**src/rtl/laser_seq_pkg.sv**
```systemverilog
// Shared encodings for the laser enable sequencer.
// State codes, fault cause bit positions and counter width.
package laser_seq_pkg;

    localparam int CNT_W = 24;

    typedef enum logic [2:0] {
        ST_IDLE     = 3'd0,
        ST_SETTLE   = 3'd1,
        ST_ACTIVE   = 3'd2,
        ST_RAMPDOWN = 3'd3,
        ST_FAULT    = 3'd4
    } seq_state_t;

    localparam int CAUSE_W    = 6;
    localparam int CAUSE_PWR  = 4;
    localparam int CAUSE_WDOG = 5;

endpackage

```
**src/rtl/seq_timer.sv**
```systemverilog
// Loadable down-counter shared by settle, cooldown and watchdog timing.
// Holds at zero until reloaded.
module seq_timer
    import laser_seq_pkg::*;
(
    input  logic             clk,
    input  logic             rstn,
    input  logic             i_load,
    input  logic [CNT_W-1:0] i_load_val,
    output logic [CNT_W-1:0] o_value,
    output logic             o_zero
);

    logic [CNT_W-1:0] r_cnt;

    always_ff @(posedge clk or negedge rstn) begin
        if (!rstn) begin
            r_cnt <= '0;
        end else if (i_load) begin
            r_cnt <= i_load_val;
        end else if (r_cnt != '0) begin
            r_cnt <= r_cnt - 1'b1;
        end
    end

    assign o_value = r_cnt;
    assign o_zero  = (r_cnt == '0);

endmodule

```
**src/rtl/laser_enable_sequencer.sv**
```systemverilog
// Laser power-up / shutdown sequencer with latched fault causes.
// Outputs are registered decodes of the next state.
module laser_enable_sequencer
    import laser_seq_pkg::*;
#(
    parameter int unsigned SETTLE_CYCLES   = 25000,
    parameter int unsigned COOLDOWN_CYCLES = 12500,
    parameter int unsigned WDOG_CYCLES     = 2500000
) (
    input  logic               clk,
    input  logic               rstn,
    input  logic               enable_req,
    input  logic               pwr_good,
    input  logic               laser_ready,
    input  logic [3:0]         fault_in,
    input  logic               clear_fail,
    input  logic               wdog_kick,
    output logic               laser_pwr_en_n,
    output logic               ta_shutdown,
    output logic [CAUSE_W-1:0] fault_cause,
    output logic [2:0]         seq_state
);

    localparam logic [CNT_W-1:0] SETTLE_LD = CNT_W'(SETTLE_CYCLES - 1);
    localparam logic [CNT_W-1:0] COOL_LD   = CNT_W'(COOLDOWN_CYCLES - 1);
    localparam logic [CNT_W-1:0] WDOG_LD   = CNT_W'(WDOG_CYCLES - 1);

    seq_state_t         r_state;
    seq_state_t         w_state_nxt;
    logic               r_en_n;
    logic               r_ta;
    logic [CAUSE_W-1:0] r_cause;
    logic [CAUSE_W-1:0] w_cause_nxt;
    logic               w_en_n_nxt;
    logic               w_ta_nxt;
    logic               w_load;
    logic [CNT_W-1:0]   w_load_val;
    logic [CNT_W-1:0]   w_cnt;
    logic               w_zero;
    logic               w_fault_hit;
    logic [CAUSE_W-1:0] w_hit_bits;

    seq_timer u_timer (
        .clk       (clk),
        .rstn      (rstn),
        .i_load    (w_load),
        .i_load_val(w_load_val),
        .o_value   (w_cnt),
        .o_zero    (w_zero)
    );

    assign w_fault_hit = (|fault_in) | ~pwr_good;
    assign w_hit_bits  = {1'b0, ~pwr_good, fault_in};

    always_ff @(posedge clk or negedge rstn) begin
        if (!rstn) begin
            r_state <= ST_IDLE;
            r_en_n  <= 1'b1;
            r_ta    <= 1'b1;
            r_cause <= '0;
        end else begin
            r_state <= w_state_nxt;
            r_en_n  <= w_en_n_nxt;
            r_ta    <= w_ta_nxt;
            r_cause <= w_cause_nxt;
        end
    end

    // Fault > watchdog > enable drop > counter expiry.
    always_comb begin
        w_state_nxt = r_state;
        w_cause_nxt = r_cause;
        w_load      = 1'b0;
        w_load_val  = '0;
        unique case (r_state)
            ST_IDLE: begin
                if (enable_req && pwr_good && laser_ready
                    && (fault_in == 4'b0)) begin
                    w_state_nxt = ST_SETTLE;
                    w_load      = 1'b1;
                    w_load_val  = SETTLE_LD;
                end
            end
            ST_SETTLE: begin
                if (w_fault_hit) begin
                    w_state_nxt = ST_FAULT;
                    w_cause_nxt = r_cause | w_hit_bits;
                end else if (!enable_req) begin
                    w_state_nxt = ST_RAMPDOWN;
                    w_load      = 1'b1;
                    w_load_val  = COOL_LD;
                end else if (w_zero) begin
                    w_state_nxt = ST_ACTIVE;
                    w_load      = 1'b1;
                    w_load_val  = WDOG_LD;
                end
            end
            ST_ACTIVE: begin
                if (w_fault_hit) begin
                    w_state_nxt = ST_FAULT;
                    w_cause_nxt = r_cause | w_hit_bits;
                end else if (w_zero && !wdog_kick) begin
                    w_state_nxt = ST_FAULT;
                    w_cause_nxt = r_cause;
                    w_cause_nxt[CAUSE_WDOG] = 1'b1;
                end else if (!enable_req) begin
                    w_state_nxt = ST_RAMPDOWN;
                    w_load      = 1'b1;
                    w_load_val  = COOL_LD;
                end else if (wdog_kick) begin
                    w_load      = 1'b1;
                    w_load_val  = WDOG_LD;
                end
            end
            ST_RAMPDOWN: begin
                if (w_fault_hit) begin
                    w_state_nxt = ST_FAULT;
                    w_cause_nxt = r_cause | w_hit_bits;
                end else if (w_zero) begin
                    w_state_nxt = ST_IDLE;
                end
            end
            ST_FAULT: begin
                if (clear_fail && (fault_in == 4'b0) && !enable_req) begin
                    w_state_nxt = ST_IDLE;
                    w_cause_nxt = '0;
                end
            end
            default: begin
                w_state_nxt = ST_IDLE;
            end
        endcase
    end

    always_comb begin
        w_en_n_nxt = 1'b1;
        w_ta_nxt   = 1'b1;
        unique case (w_state_nxt)
            ST_SETTLE:   w_en_n_nxt = 1'b0;
            ST_ACTIVE: begin
                w_en_n_nxt = 1'b0;
                w_ta_nxt   = 1'b0;
            end
            ST_RAMPDOWN: w_en_n_nxt = 1'b0;
            default: begin
                w_en_n_nxt = 1'b1;
                w_ta_nxt   = 1'b1;
            end
        endcase
    end

    assign laser_pwr_en_n = r_en_n;
    assign ta_shutdown    = r_ta;
    assign fault_cause    = r_cause;
    assign seq_state      = r_state;

    logic w_unused;
    assign w_unused = ^w_cnt;

endmodule

```
**config.mk**
```make
export PLATFORM = sky130hd
export DESIGN_NAME = laser_enable_sequencer
export DESIGN_NICKNAME = d
export VERILOG_FILES = /design/src/rtl/laser_seq_pkg.sv /design/src/rtl/seq_timer.sv /design/src/rtl/laser_enable_sequencer.sv
export SDC_FILE = /design/constraint.sdc
export NUM_CORES = 1
export LEC_CHECK = 0
export ABC_CLOCK_PERIOD_IN_PS = 2450
export CAP_MARGIN = 20
export CORE_MARGIN = 1
export CORE_UTILIZATION = 35
export DETAILED_ROUTE_END_ITERATION = 10
export GPL_ROUTABILITY_DRIVEN = 0
export PLACE_DENSITY = 0.6
export SYNTH_ARGS = -nofsm -noshare
export SYNTH_HDL_FRONTEND = slang
export SYNTH_SLANG_ARGS = --single-unit
```
**constraint.sdc**
```tcl
create_clock -name clk -period 2.45 [get_ports clk]
set_input_delay 0.6125 -clock clk [delete_from_list [all_inputs] [get_ports clk]]
set_output_delay 0.6125 -clock clk [all_outputs]
set_load 0.05 [all_outputs]
```
==> summary.md <==
| Metric | Value |
|---|---|
| Status | `finished clean` |
| Num CTS Buffers | `5` |
| Max Slew Vio Count | `0` |
| Final Setup Violations | `0` |
| Hold-fix buffers at CTS | `0` |
| Worst Path Required | `1.84 ns` |
| CP bufs+invs | `1` |
| Crit-path cells | `clkdlybuf4s50_1` |
| R2R Path Start | `u_timer.o_value[4]` |
| Avg Cell Area, Syn | `9.84 sq um` |
| Drt pass-1 iters | `4` |
| Syn nets | `228` |
| Detail Route Antenna Nets | `0` |
| Worst-Margin Slew | `0.528 ns` |
| Max incr delay on CP | `0.86 ns` |
| Starting Density | `37.3%` |
| Slew headroom | `64.5%` |
| Skew-Pair Late Insertion Delay | `0.29 ns` |
| Post-Syn Area | `0.00211 sq mm` |
| I/O pin total | `22` |
| Startpoint Class | `flip-flop` |
| Filler cells | `538` |
| Util after Layout | `45.2%` |
| Ys async rst share | `100%` |
| Final HPWL DP | `3580 um` |
| Unrepaired setup endpoints after global routing | `no` |
| WS Path Type | `reg -> out` |
| Vias | `1,780` |
| Fmax | `437 MHz` |
| CP endpoint kind | `output port` |
| Leak | `0.919 nW` |
| DR vias/cell | `5.49` |
| Area delta synth->final | `21.4%` |
| Drt wl/cell | `15.2 um` |
| Place WS | `-0.0153 ns` |
| Tot Pwr | `1.61 mW` |
| Max VDD drop | `0.373 mV` |
| Power Dens Cells | `625 mW/mm^2` |
| Pin count of the biggest net entering global routing | `36` |
| # DRC | `0` |
| CTS tree | `yes` |
| Core area | `0.00568 sq mm` |
| DRT Wirelength | `4930 um` |
| Final #Nets | `264` |
| Root buffer cell | `clkbuf_8` |
| Site Rows | `27` |
| Crit share post-route | `93.4%` |
| Worst path slowest cell | `clkdlybuf4s50_1` |
| Yosys warns | `0` |
| H-tree Lvls | `2` |
| HP Start | `fault_cause[4]` |
| Delay-heaviest family, CP | `buffers and inverters` |
| Global-route wire length before repair | `8360 um` |
| Vias in the first global route | `1,726` |
| Total GRT Usage | `17.1%` |
| CTS Buffer Depth | `2` |
| Period minus WS final | `2.29 ns` |
| Final worst slack | `0.161 ns` |
| WP data arrival | `1.68 ns` |
| Number of synthesized flops with an enable pin | `0` |
| Clock Sinks | `35` |
| Diode count | `0` |
| Crit. Startpoint | `seq_state[0]` |
| Die width | `79.7 um` |
| Cts repair resizes | `0` |
| Sequential element share of the synthesized area | `41.5%` |
| Setup Fix Bufs, Post-CTS | `0` |
| Max-Cap Viols | `0` |
| Clock Skew | `0.0158 ns` |
| Full die area | `0.00636 sq mm` |
| Highest fanout seen on the critical path | `11` |
| Synth Flop Type | `dfrtp_1` |
| Unique masters post-synth | `55` |
| Min-delay worst type | `reg -> reg` |
| Total gr overflow | `0` |
| IO buf count | `21` |
| Synthesized flop and latch total | `35` |
| Setup TNS Final | `0 ns` |
| Fin. Hold Viols | `0` |
| Gate count after technology mapping | `215` |
| Share of layout cells above drive strength 1 | `17.9%` |
| Initial antenna violation count | `0` |
| Clk slew on worst S/H paths | `0.08 ns` |
| Initial DRC count | `115` |
| Die Y | `79.7 um` |
[layer usage]
layer | vias to the layer above | track usage, % | wire length (um)
li1 | 863 | - | -
met1 | 856 | 24.0 | 2340
met2 | 53 | 25.6 | 2290
met3 | 8 | 3.54 | 220
met4 | 0 | 6.36 | 80
met5 | - | 0 | 0
[layout by cell type (no fill, tap or decap), types with 8 or more instances in the layout]
master / instances
nor3_1: 9
nand2_1: 8
buf_4: 15
nand4_1: 8
dfrtp_1: 33
clkdlybuf4s50_1: 21
xnor2_1: 9
xor2_1: 10
a21oi_1: 14
o31ai_1: 8
nor2_1: 22
nand3_1: 9
[power by group]
group / leakage [nW] / internal (mW) / switching (mW)
clock network: 0.0412 / 0.199 / 0.219
logic: 0.479 / 0.183 / 0.245
registers: 0.399 / 0.668 / 0.0932
[worst min-delay path: stages, from the launching register on]
cell and delay [ns]:
dfrtp_1 0.34, nor2_1 0.05, nor2_1 0.07
[registers in the layout (all words and copies together) (netlist names)]
signal	flops
ta_shutdown	1
laser_pwr_en_n	1
seq_state	3
u_timer.o_value	24
fault_cause	6
[logic make-up (layout without fill, tap and decap cells)]
kind of cell    after synthesis  after routing  share of synthesized area [%]
flops                        35             35                           41.5
compound gates               54             54                           17.9
simple gates                 93             93                           27.8
fa+ha+maj                     2              2                           1.18
xor+xnor                     19             19                           7.87
buf+inv                      12             49                           3.79
[final timing paths]
| kind | slack, ns | end | cells past startpoint |
|---|---|---|---|
| max reg2reg | 0.35 | u_timer.o_value[13] | 6 |
| min reg2reg | 0.49 | fault_cause[4] | 2 |
| min | 0.49 | fault_cause[4] | 2 |
| min in group asynchronous | 0.73 | fault_cause[5] | 2 |
| max | 0.16 | seq_state[0] | 1 |
| max in group asynchronous | 1.38 | laser_pwr_en_n | 2 |
[per-stage QoR]
stage                     instance area, sq um  hold WS [ns]  cells
final                                     2570         0.495    324
after global routing                      2570         0.537    324
after CTS                                 2570         0.505    324
after detailed placement                  2480         0.486    316
after global placement                    2480         0.486    316
after floorplan                           2110         0.317    215
[cells in the mapped netlist, drive strengths merged (3+ instances only)]
master / n / area share (%)
dfrtp: 33 / 39
nor2: 22 / 3.9
a21oi: 14 / 3.3
nand3: 11 / 3.4
xor2: 10 / 4.1
nand2: 9 / 2.0
nor3: 9 / 2.1
o21ai: 9 / 2.7
xnor2: 9 / 3.7
nand4: 8 / 2.4
o31ai: 8 / 2.8
a31oi: 6 / 2.5
nor4: 6 / 4.4
buf: 5 / 2.1
and3: 4 / 1.2
inv: 4 / 0.71
nand2b: 4 / 1.2
or3: 4 / 1.2
a21o: 3 / 1.1
and2: 3 / 0.89
clkbuf: 3 / 1.0
nor2b: 3 / 0.89
[layout make-up]
cell class	count	area [sq um]	share of cell area, %
timing repair buffer	37	343	13.4
tap	72	90.1	3.51
sequential	35	878	34.2
inverter	4	15.0	0.585
clock buffer	6	72.6	2.83
multi-input combinational	168	1160	45.0
clock inverter	2	12.5	0.487
(Power assumes the default switching activity.)
==> variant, RTL diff (same settings) <==
`CNT_W`: 24 -> 20.
--- a/src/rtl/laser_seq_pkg.sv
+++ b/src/rtl/laser_seq_pkg.sv
@@ -4,3 +4,3 @@
 
-    localparam int CNT_W = 24;
+    localparam int CNT_W = 20;
 
Check against the original RTL: same outputs for any inputs over 10 cycles, from zero or initial values and one cycle with rstn low; that may be too few to reach the edited logic, so the function may still have changed.
==> variant against the unedited design <==
Area after synthesis shrank 13%. Critical path depth grew 5. Hold slack gained 0.011 ns. Routed wire length shrank 2.2%. Register-to-register slack lost 0.22 ns. Sequential cell count shrank 4. Design area shrank 1.1%. Setup slack lost 0.10 ns. Total power grew 19%. Sequential power is essentially flat.
==> variant: results (changes against the unedited design) <==
Vias in the first global route -> 1670 (-3.2%)
Critical path's top delay family -> simple AND/OR/NAND/NOR gates
Yosys warns -> 0 (unchanged)
Status -> complete, no violations
Antenna fix cells -> 0 (unchanged)
Dpl hpwl -> 3568 µm (-0.32%)
CTS root buf -> clkbuf_8
HP Class -> register to register
Critical Path Fanout Max -> 7 (-4)
Largest net degree at the start of global routing -> 32 (-11%)
Skew final -> 0.009888 ns (-0.005952 ns)
First-pass GRT wire length -> 8073 µm (-3.5%)
Initial antenna violation count -> 0 (unchanged)
Sequential-to-total area share from yosys stat -> 42.08% (+0.55 points)
Total GRT Usage -> 19.76% (+2.7 points)
H-tree depth -> 2 (unchanged)
Inst Count DP -> 309 (-2.2%)
Final Non-Filler Cells -> 318 (-1.9%)
Main flop type after synthesis -> dfrtp_1
Pre-CTS WS -> -0.4082 ns (-0.3929 ns)
CP max-delay cell -> or4_4
PortBufs -> 21 (unchanged)
Static leakage -> 1.021 nW (+11%)
Drt initial violations -> 69 (-40%)
Max reg flops -> 20 (-17%)
Slew headroom -> 65.81% (+1.3 points)
Initial DRT Pass Iterations -> 4 (unchanged)
Critical Path RT -> 2.62 ns (+0.78 ns)
Leading post-synthesis cells by cell area -> dfrtp_1 39%, xnor2_1 5.2%, nor2_1 3.9%, nor3_1 3.2%, dfstp_2 2.8%
Share of cells above drive strength 1 -> 26.21% (+8.4 points)
Cts bufs inserted -> 5 (unchanged)
Worst skew pair latency -> 0.29 ns (about the same)
Peak supply drop -> 0.0003398 V (-9.0%)
Longest Clk Path Bufs -> 2 (unchanged)
CTS clk-pin slew, worst paths -> 0.07 ns
Mapped Cells -> 192 (-11%)
Synth top cells by count -> 29 x dfrtp_1, 19 x nor2_1, 12 x nor3_1
Nets -> 260 (-1.5%)
Syn_nets -> 205 (-10%)
Critical path's largest stage delay -> 0.56 ns (-0.30 ns)
Total routed wirelength -> 4819 µm (-2.2%)
Vias per inst -> 5.214 (-5.1%)
Synth cell types -> 51 (-7.3%)
variant: changes by cell type after synthesis, sizes merged, moves of 4 or more:
cell and delta:
o31ai -7, a211oi +4, nor3 +5, nand4 -6, dfrtp -4, a21oi -6
and3 -4, a31oi -4, xor2 -4
variant: cell families after synthesis:
group	share of synthesized area (%)
fa+ha+maj	1.353
flops	42.08
mux	0.5413
compound gates	17.25
simple gates	27.54
xor+xnor	8.051
buf+inv	3.180
variant: what timing repair did:
action                                  in CTS  in global routing
pin swaps                                    3                  3
resized for setup                            2                  8
buffers inserted                             1                  0
hold endpoints to repair                     0                  0
cloned                                       0                  0
endpoints found under the setup margin      15                 15
variant: area by class of cell:
type | count | area, µm²
well taps | 70 | 87.58
repair buffers | 56 | 495.5
fillers | 489 | 2567
clock buffers | 6 | 82.58
flip-flops and latches | 31 | 778.2
multi-input cells | 148 | 1042
clock inverters | 2 | 35.03
inverters | 5 | 18.77
variant: worst paths after layout:
path	from	to	slack [ns]	cells past startpoint
max in group asynchronous	rstn	ta_shutdown	1.41	2
max	fault_in[2]	u_timer.o_value[6]	0.06	6
min in group asynchronous	rstn	fault_cause[0]	0.72	2
min reg2reg	fault_cause[3]	fault_cause[3]	0.51	2
min	fault_cause[3]	fault_cause[3]	0.51	2
max reg2reg	u_timer.o_value[17]	u_timer.o_value[10]	0.13	7
variant: through the flow:
step / TNS (ns) / total power [mW] / instance area, µm²
after global placement: -7.162 / 1.373 / 2375
final: 0 / 1.915 / 2540
after detailed placement: -7.752 / 1.378 / 2375
after CTS: 0 / 1.923 / 2504
after floorplan: 0 / 1.144 / 1849
after global routing: 0 / 2.026 / 2540
variant: tightest hold or removal path: cells and delay by family (launching register included):
family	cells	cell delay [ns]
and+or+nand+nor	1	0.07
AOI/OAI and AO/OA	1	0.04
DFF	1	0.35
variant: report_power, final:
part	internal, mW	switching [mW]
Combinational	0.272	0.347
Clock	0.329	0.208
Sequential	0.634	0.125
Total	1.24	0.680
variant: routing by layer:
metal	up-vias	GRT usage (%)	wire, µm
met1	801	25.55	2292
li1	821	-	-
met3	9	4.552	153
met2	27	32.23	2285
met5	-	0	0
met4	0	7.547	89
